<file path="src/rtl/ttpu_pkg.sv">
// Shared definitions for the tiny-TPU datapath blocks: default widths, the
// window MAC state enum and the accumulator sizing rule.
package ttpu_pkg;

  localparam int unsigned DefDataWidth    = 16;
  localparam int unsigned DefMaxKernelDim = 8;

  typedef enum logic [1:0] {
    StIdle,
    StAccum,
    StDone
  } mac_state_e;

  // Room for K*K full-precision products at the largest kernel, with no overflow.
  function automatic int unsigned acc_width(input int unsigned data_width,
                                            input int unsigned max_kernel_dim);
    return 2 * data_width + 2 * $clog2(max_kernel_dim);
  endfunction

endpackage

</file>
<file path="src/rtl/window_mac_unit_if.sv">
// Control, weight-load and pixel/result handshake bundle of window_mac_unit.
// The unit itself connects to the slave modport; the driver uses master.
interface window_mac_unit_if import ttpu_pkg::*; #(
  parameter int unsigned DATA_WIDTH     = DefDataWidth,
  parameter int unsigned NUM_UNITS      = 2,
  parameter int unsigned MAX_KERNEL_DIM = DefMaxKernelDim
) ();

  localparam int unsigned KDIM_W = $clog2(MAX_KERNEL_DIM) + 1;
  localparam int unsigned ADDR_W = $clog2(MAX_KERNEL_DIM * MAX_KERNEL_DIM);

  logic                                 en;
  logic [KDIM_W-1:0]                    kernel_dim;
  logic [NUM_UNITS-1:0][DATA_WIDTH-1:0] pixel_in;
  logic                                 pixel_valid;
  logic                                 step;
  logic                                 w_we;
  logic [ADDR_W-1:0]                    w_addr;
  logic [DATA_WIDTH-1:0]                w_data;
  logic [NUM_UNITS-1:0][DATA_WIDTH-1:0] result;
  logic                                 result_valid;
  logic                                 result_ready;
  logic                                 busy;

  modport master (
    output en, kernel_dim, pixel_in, pixel_valid, w_we, w_addr, w_data, result_ready,
    input  step, result, result_valid, busy
  );

  modport slave (
    input  en, kernel_dim, pixel_in, pixel_valid, w_we, w_addr, w_data, result_ready,
    output step, result, result_valid, busy
  );

endinterface

</file>
<file path="src/rtl/mac_lane.sv">
// One window lane: signed full-precision multiply-accumulate and the fold of the
// accumulator to DATA_WIDTH. Define MAC_SATURATE_EN to clamp instead of truncate.
module mac_lane import ttpu_pkg::*; #(
  parameter int unsigned DATA_WIDTH = DefDataWidth,
  parameter int unsigned ACC_WIDTH  = acc_width(DefDataWidth, DefMaxKernelDim)
) (
  input  logic                         clk,
  input  logic                         reset,
  input  logic                         i_clear,
  input  logic                         i_acc_en,
  input  logic                         i_load,
  input  logic signed [DATA_WIDTH-1:0] i_pixel,
  input  logic signed [DATA_WIDTH-1:0] i_weight,
  output logic signed [DATA_WIDTH-1:0] o_result
);

  localparam int unsigned ProdW = 2 * DATA_WIDTH;

  logic signed [ProdW-1:0]      w_prod;
  logic signed [ACC_WIDTH-1:0]  w_prod_ext;
  logic signed [ACC_WIDTH-1:0]  r_acc;
  logic signed [DATA_WIDTH-1:0] w_fold;
  logic signed [DATA_WIDTH-1:0] r_result;

  assign w_prod     = i_pixel * i_weight;
  assign w_prod_ext = {{(ACC_WIDTH - ProdW){w_prod[ProdW-1]}}, w_prod};

`ifdef MAC_SATURATE_EN
  localparam logic signed [ACC_WIDTH-1:0] AccMax =
    {{(ACC_WIDTH - DATA_WIDTH + 1){1'b0}}, {(DATA_WIDTH - 1){1'b1}}};
  localparam logic signed [ACC_WIDTH-1:0] AccMin =
    {{(ACC_WIDTH - DATA_WIDTH + 1){1'b1}}, {(DATA_WIDTH - 1){1'b0}}};

  always_comb begin
    w_fold = r_acc[DATA_WIDTH-1:0];
    if (r_acc > AccMax) begin
      w_fold = AccMax[DATA_WIDTH-1:0];
    end else if (r_acc < AccMin) begin
      w_fold = AccMin[DATA_WIDTH-1:0];
    end
  end
`else
  assign w_fold = r_acc[DATA_WIDTH-1:0];
`endif

  always_ff @(posedge clk) begin
    if (reset) begin
      r_acc    <= '0;
      r_result <= '0;
    end else begin
      if (i_clear) begin
        r_acc <= '0;
      end else if (i_acc_en) begin
        r_acc <= r_acc + w_prod_ext;
      end
      if (i_load) begin
        r_result <= w_fold;
      end
    end
  end

  assign o_result = r_result;

endmodule

</file>
<file path="src/rtl/window_mac_unit.sv">
// Convolution window MAC: NUM_UNITS lanes share one K*K weight bank and step through
// the window one tap per valid pixel. Optional macro: MAC_SATURATE_EN (result clamp).
module window_mac_unit import ttpu_pkg::*; #(
  parameter int unsigned DATA_WIDTH     = DefDataWidth,
  parameter int unsigned NUM_UNITS      = 2,
  parameter int unsigned MAX_KERNEL_DIM = DefMaxKernelDim
) (
  input logic              clk,
  input logic              reset,
  window_mac_unit_if.slave bus
);

  localparam int unsigned KDIM_W = $clog2(MAX_KERNEL_DIM) + 1;
  localparam int unsigned ADDR_W = $clog2(MAX_KERNEL_DIM * MAX_KERNEL_DIM);
  localparam int unsigned DEPTH  = MAX_KERNEL_DIM * MAX_KERNEL_DIM;
  localparam int unsigned ACC_W  = acc_width(DATA_WIDTH, MAX_KERNEL_DIM);

  mac_state_e                           r_state;
  logic [ADDR_W-1:0]                    r_tap;
  logic [ADDR_W-1:0]                    r_last_tap;
  logic                                 r_result_valid;
  logic signed [DATA_WIDTH-1:0]         r_weights [DEPTH];

  logic                                 w_kdim_ok;
  logic                                 w_start;
  logic                                 w_step;
  logic                                 w_load;
  logic [2*KDIM_W-1:0]                  w_kk;
  logic signed [DATA_WIDTH-1:0]         w_weight;
  logic [NUM_UNITS-1:0][DATA_WIDTH-1:0] w_result;

  assign w_kdim_ok = (bus.kernel_dim != '0) &&
                     (bus.kernel_dim <= KDIM_W'(MAX_KERNEL_DIM));
  assign w_start   = (r_state == StIdle) && bus.en && w_kdim_ok;
  assign w_step    = (r_state == StAccum) && bus.pixel_valid;
  // Result is captured on the first DONE cycle, after the final tap has landed.
  assign w_load    = (r_state == StDone) && !r_result_valid;
  assign w_kk      = {{KDIM_W{1'b0}}, bus.kernel_dim} * {{KDIM_W{1'b0}}, bus.kernel_dim};
  assign w_weight  = r_weights[r_tap];

  always_ff @(posedge clk) begin
    if (reset) begin
      r_state        <= StIdle;
      r_tap          <= '0;
      r_last_tap     <= '0;
      r_result_valid <= 1'b0;
    end else begin
      unique case (r_state)
        StIdle: begin
          if (w_start) begin
            r_state    <= StAccum;
            r_tap      <= '0;
            r_last_tap <= ADDR_W'(w_kk - 1);
          end
        end
        StAccum: begin
          if (bus.pixel_valid) begin
            if (r_tap == r_last_tap) begin
              r_state <= StDone;
            end else begin
              r_tap <= r_tap + ADDR_W'(1);
            end
          end
        end
        StDone: begin
          if (!r_result_valid) begin
            r_result_valid <= 1'b1;
          end else if (bus.result_ready) begin
            r_result_valid <= 1'b0;
            r_state        <= StIdle;
          end
        end
        default: r_state <= StIdle;
      endcase
    end
  end

  // Weight bank survives reset so a loaded kernel can be reused across aborts.
  always_ff @(posedge clk) begin
    if ((r_state == StIdle) && bus.w_we) begin
      r_weights[bus.w_addr] <= bus.w_data;
    end
  end

  for (genvar g = 0; g < NUM_UNITS; g++) begin : g_lane
    mac_lane #(
      .DATA_WIDTH (DATA_WIDTH),
      .ACC_WIDTH  (ACC_W)
    ) u_lane (
      .clk      (clk),
      .reset    (reset),
      .i_clear  (w_start),
      .i_acc_en (w_step),
      .i_load   (w_load),
      .i_pixel  (bus.pixel_in[g]),
      .i_weight (w_weight),
      .o_result (w_result[g])
    );
  end

  assign bus.step         = w_step;
  assign bus.busy         = (r_state != StIdle);
  assign bus.result_valid = r_result_valid;
  assign bus.result       = w_result;

endmodule
</file>
<file path="src/flat_wrapper.sv">
// flat-port wrapper written by rule: the top's interface ports become plain ports
module window_mac_unit_flat import ttpu_pkg::*;
#(
  parameter int unsigned DATA_WIDTH     = DefDataWidth,
  parameter int unsigned NUM_UNITS      = 2,
  parameter int unsigned MAX_KERNEL_DIM = DefMaxKernelDim
)
  (clk, reset, bus_en, bus_kernel_dim, bus_pixel_in, bus_pixel_valid, bus_w_we, bus_w_addr, bus_w_data, bus_result_ready, bus_step, bus_result, bus_result_valid, bus_busy);
  window_mac_unit_if #(.DATA_WIDTH(DATA_WIDTH), .NUM_UNITS(NUM_UNITS), .MAX_KERNEL_DIM(MAX_KERNEL_DIM)) bus_i ();
  input logic clk;
  input logic reset;
  input wire logic [$bits(bus_i.en)-1:0] bus_en;
  input wire logic [$bits(bus_i.kernel_dim)-1:0] bus_kernel_dim;
  input wire logic [$bits(bus_i.pixel_in)-1:0] bus_pixel_in;
  input wire logic [$bits(bus_i.pixel_valid)-1:0] bus_pixel_valid;
  input wire logic [$bits(bus_i.w_we)-1:0] bus_w_we;
  input wire logic [$bits(bus_i.w_addr)-1:0] bus_w_addr;
  input wire logic [$bits(bus_i.w_data)-1:0] bus_w_data;
  input wire logic [$bits(bus_i.result_ready)-1:0] bus_result_ready;
  output wire logic [$bits(bus_i.step)-1:0] bus_step;
  output wire logic [$bits(bus_i.result)-1:0] bus_result;
  output wire logic [$bits(bus_i.result_valid)-1:0] bus_result_valid;
  output wire logic [$bits(bus_i.busy)-1:0] bus_busy;
  assign bus_i.en = bus_en;
  assign bus_i.kernel_dim = bus_kernel_dim;
  assign bus_i.pixel_in = bus_pixel_in;
  assign bus_i.pixel_valid = bus_pixel_valid;
  assign bus_i.w_we = bus_w_we;
  assign bus_i.w_addr = bus_w_addr;
  assign bus_i.w_data = bus_w_data;
  assign bus_i.result_ready = bus_result_ready;
  assign bus_step = bus_i.step;
  assign bus_result = bus_i.result;
  assign bus_result_valid = bus_i.result_valid;
  assign bus_busy = bus_i.busy;
  window_mac_unit #(.DATA_WIDTH(DATA_WIDTH), .NUM_UNITS(NUM_UNITS), .MAX_KERNEL_DIM(MAX_KERNEL_DIM)) u_core (.clk(clk), .reset(reset), .bus(bus_i));
endmodule
</file>
<file path="config.mk">
export PLATFORM = sky130hd
export DESIGN_NAME = window_mac_unit_flat
export DESIGN_NICKNAME = d
export VERILOG_FILES = /design/src/rtl/ttpu_pkg.sv /design/src/rtl/window_mac_unit_if.sv /design/src/rtl/mac_lane.sv /design/src/rtl/window_mac_unit.sv /design/src/flat_wrapper.sv
export SDC_FILE = /design/constraint.sdc
export NUM_CORES = 2
export LEC_CHECK = 0
export CELL_PAD_IN_SITES_DETAIL_PLACEMENT = 1
export CELL_PAD_IN_SITES_GLOBAL_PLACEMENT = 2
export CORE_MARGIN = 2
export CORE_UTILIZATION = 35
export DETAILED_ROUTE_END_ITERATION = 8
export DONT_BUFFER_PORTS = 1
export PLACE_DENSITY_LB_ADDON = 0.3
export SLEW_MARGIN = 20
export SYNTH_ARGS = -nofsm -noshare
export SYNTH_HDL_FRONTEND = slang
export SYNTH_SLANG_ARGS = --single-unit
</file>
<file path="constraint.sdc">
create_clock -name clk -period 7.7 [get_ports clk]
set_input_delay 1.54 -clock clk [delete_from_list [all_inputs] [get_ports clk]]
set_output_delay 1.54 -clock clk [all_outputs]
set_load 0.01 [all_outputs]
</file>
==> metrics.log <==
[metrics] result of the run: completed
[metrics] startpoint kind of the worst setup timing path: flip-flop
[metrics] wire length per cell after detailed routing: 27.7 um
[metrics] Crit Path Class: reg -> reg
[metrics] cell area reported after detailed placement: 56400 um^2
[metrics] Critical-path top delay cell: mux4_2
[metrics] number of max-cap violations: 0
[metrics] family with the most delay on the worst path: adder cells
[metrics] data arrival time of the critical path: 8.27 ns
[metrics] final clock skew: 0.0957 ns
[metrics] CTS H-tree lvls: 3
[metrics] placement row count: 141
[metrics] relative area change from synthesis to final layout: 16.9%
[metrics] Critical Path Fanout Max: 6
[metrics] Gate Count Post-Synth: 3274
[metrics] worst hold slack after final layout: 0.473 ns
[metrics] largest vdd supply drop: 0.257 mV
[metrics] CORE AREA: 148000 um^2
[metrics] number of pins exceeding their max-slew limit in the final report: 0
[metrics] io pins: 99
[metrics] Reg2Reg Setup Slack: 0.07 ns
[metrics] most frequent cells after synthesis: 1024 x edfxtp_1, 349 x inv_1, 283 x nand2_1, 245 x mux4_2, 187 x fa_1
[metrics] CTS tree: yes
[metrics] Tot GR Track Use: 0.205
[metrics] global-route wire length before repair: 225000 um
[metrics] total wire length after detailed routing: 155000 um
[metrics] clk slew on worst S/H paths: 0.06 ns
[metrics] kind of end point of the critical path: flip-flop
[metrics] number of nets in the synthesized netlist: 3663
[metrics] critical path buffer and inverter count: 7
[metrics] post-synthesis cell type count: 69
[metrics] number of vias after detailed routing: 29300
[metrics] Lkg Pwr: 21.3 nW
[metrics] Max stage delay on crit path: 0.57 ns
[metrics] maximum frequency from static timing analysis: 0.131 GHz
[metrics] number of optimization iterations in the first detailed-route pass: 5
[metrics] final global-route overflow total: 0
[metrics] hold worst-path end: u_core.g_lane[1].u_lane.o_result[0]
[metrics] Sink Count: 1108
[metrics] cell taking the most area after synthesis: edfxtp_1
[metrics] count of unresolved DRC violations after routing: 0
[metrics] post-synthesis average cell area: 15.9 um^2
[metrics] Worst Min Path Start: u_core.g_lane[1].u_lane.r_acc[0]
[metrics] Post-synth top flop: edfxtp_1
[metrics] global placement routability congestion: 0.795
[metrics] number of hold-slack violations in the final timing report: 0
[metrics] footprint of the flip-flops and latches: 32400 um^2
[metrics] area of the die: 152000 um^2
[metrics] post-route standard cell area excluding fillers: 61000 um^2
[metrics] maximum buffer depth of the clock tree: 3
[metrics] clock latency on the worst-skew pair: 0.76 ns
[metrics] cells taking the most area after synthesis: edfxtp_1 59%, mux4_2 11%, fa_1 7.2%, ha_1 3.3%, dfxtp_1 3.2%
[metrics] total clock buffers created by CTS: 116
[metrics] setup repair after global routing missed its margin: true
[metrics] terminus of the critical flop-to-flop path: u_core.g_lane[1].u_lane.r_acc[15]
[metrics] P per Cell Area: 258 nW/um^2
[metrics] type of the worst min-delay path: reg -> reg
[metrics] sequential-to-total area share from yosys stat: 0.621
[metrics] initial antenna violation count: 9
[metrics] data required time of the critical path: 8.33 ns
[metrics] count of input and output buffers: 0
[metrics] maximum number of pins on one net before global-route repair: 65
[metrics] Root Driver: clkbuf_16
[metrics] cell depth of the worst flop-to-flop path: 30
[metrics] Tightest Pin Transition: 0.945 ns
[metrics] cell depth of the worst min-delay path: 2
[metrics] antenna viol nets, final: 0
[metrics] Die X: 390 um
[metrics] final-layout setup total negative slack: 0 ns
[metrics] final worst path period share: 0.992
[metrics] share of final-layout standard cells stronger than drive strength 1: 0.240
[metrics] overall power of the completed layout: 15.7 mW
[metrics] multi-input combinational cell area: 17900 um^2
[metrics] via count of the first global-routing pass: 31200
[metrics] Die Y-Extent: 390 um
[metrics] post-synthesis register bit count: 1108
[metrics] final-report setup violation count: 0
[metrics] placed wire-length estimate after detailed placement: 103000 um
[metrics] number of enable-type register cells in the synthesized netlist: 1024
[metrics] dominant cell type by count on the critical path: xnor2_1
[metrics] post-layout min period: 7.63 ns
[metrics] count of filler cells inserted in the layout: 14700
[metrics] Async S/R FF share, synth: 0
[metrics] max-slew headroom at the worst pin: 0.370
[metrics] number of violations reported at the end of detailed-routing iteration 0: 2284
[metrics] most common cell in the synthesized netlist: edfxtp_1
[metrics] Nets: 3954
[metrics] starting utilization of the core area: 0.353
[metrics] Cell Area, Synth: 52200 um^2
[metrics] top-area cell type share of the netlist area: 0.589
[metrics] vias per inst: 5.23
[metrics] number of hold buffers added after CTS: 0
[metrics] Ys Warns: 0
## worst max path at each step
stage / slack [ns] / startpoint / endpoint / cells after the start
after CTS: 0.003 / flip-flop / u_core.g_lane[0].u_lane.r_acc[15] / 33
after detailed placement: -0.19 / flip-flop / u_core.g_lane[0].u_lane.r_acc[15] / 32
after global routing: -0.31 / flip-flop / u_core.g_lane[1].u_lane.r_acc[15] / 30
after global placement: -0.17 / flip-flop / u_core.g_lane[0].u_lane.r_acc[15] / 32
final: 0.07 / flip-flop / u_core.g_lane[1].u_lane.r_acc[15] / 30
after floorplan: 0.13 / flip-flop / u_core.g_lane[1].u_lane.r_acc[15] / 34
## placed cells by master (no fill, tap or decap), types with 16 or more instances in the layout
cell / n
a21oi_1: 95
a22oi_1: 23
and2_1: 164
buf_12: 29
buf_4: 279
clkbuf_1: 23
clkbuf_16: 123
clkinv_1: 22
clkinv_2: 28
dfxtp_1: 78
edfxtp_1: 1024
fa_1: 182
ha_1: 136
inv_1: 343
mux2i_1: 55
mux4_2: 246
nand2_1: 280
nand3_1: 25
nor2_1: 74
nor2_2: 47
nor2b_1: 22
nor3_1: 16
o21ai_0: 20
xnor2_1: 66
xor2_1: 18
## layer usage
| metal | vias to the layer above | wire length [um] | track usage |
|---|---|---|---|
| li1 | 12500 | - | - |
| met1 | 15700 | 66500 | 0.281 |
| met2 | 879 | 75900 | 0.342 |
| met3 | 180 | 9590 | 0.0361 |
| met4 | 2 | 3260 | 0.0432 |
| met5 | - | 10 | 0 |
## layout make-up
type / instances / share of cell area
clock inverter: 79 / 0.0142
multi-input combinational: 1660 / 0.294
tap: 1930 / 0.0396
timing repair buffer: 327 / 0.0491
sequential: 1108 / 0.532
clock buffer: 141 / 0.0498
antenna: 5 / 0.000205
inverter: 352 / 0.0216
## flip-flops by register name, indices dropped and copies added (netlist names), named ones only
signal / count
u_core.r_weights: 1024
u_core.g_lane.u_lane.o_result: 32
u_core.g_lane.u_lane.r_acc: 32
u_core.r_tap: 6
u_core.r_last_tap: 5
u_core.r_state: 2
u_core.bus.result_valid: 1
## cells by family after synthesis
group / count (synthesis) / share of synthesized area
mux: 321 / 0.123
simple gates: 693 / 0.0628
xor+xnor: 91 / 0.0168
compound gates: 230 / 0.0274
fa+ha+maj: 325 / 0.105
flops: 1108 / 0.621
buf+inv: 506 / 0.0440
## worst register-to-register path, delay by kind of cell (launching register included)
kind / cells / cell delay (ns)
xor gates and xnor gates: 10 / 1.73
adders and majority gates: 6 / 2.82
DFF: 1 / 0.41
muxes: 2 / 1.06
buffers and inverters: 7 / 0.77
and+or+nand+nor: 2 / 0.27
AOI/OAI and AO/OA: 3 / 0.47
## what timing repair did
action | in CTS | in global routing
pin swaps | 3 | 45
gates cloned | 0 | 5
buffers inserted | 8 | 25
resized for setup | 8 | 81
endpoints found under the setup margin | 4 | 9
## power breakdown
group / internal [mW] / leakage, nW / switching (mW) / total, mW
Clock: 3.29 / 1.90 / 2.48 / 5.77
Combinational: 1.65 / 9.49 / 1.65 / 3.30
Sequential: 6.61 / 9.89 / 0.0453 / 6.66
Total: 11.6 / 21.3 / 4.17 / 15.7
## stage by stage
stage | setup WS, ns | std cells | util
3_3_place_gp | -0.166 | 5339 | 0.381
2_1_floorplan | 0.131 | 3274 | -
6_report | 0.0652 | 5602 | 0.413
5_1_grt | -0.308 | 5598 | 0.413
4_1_cts | 0.00350 | 5567 | 0.408
3_5_place_dp | -0.188 | 5339 | 0.381
No activity file was read; power rests on OpenSTA's default activity.
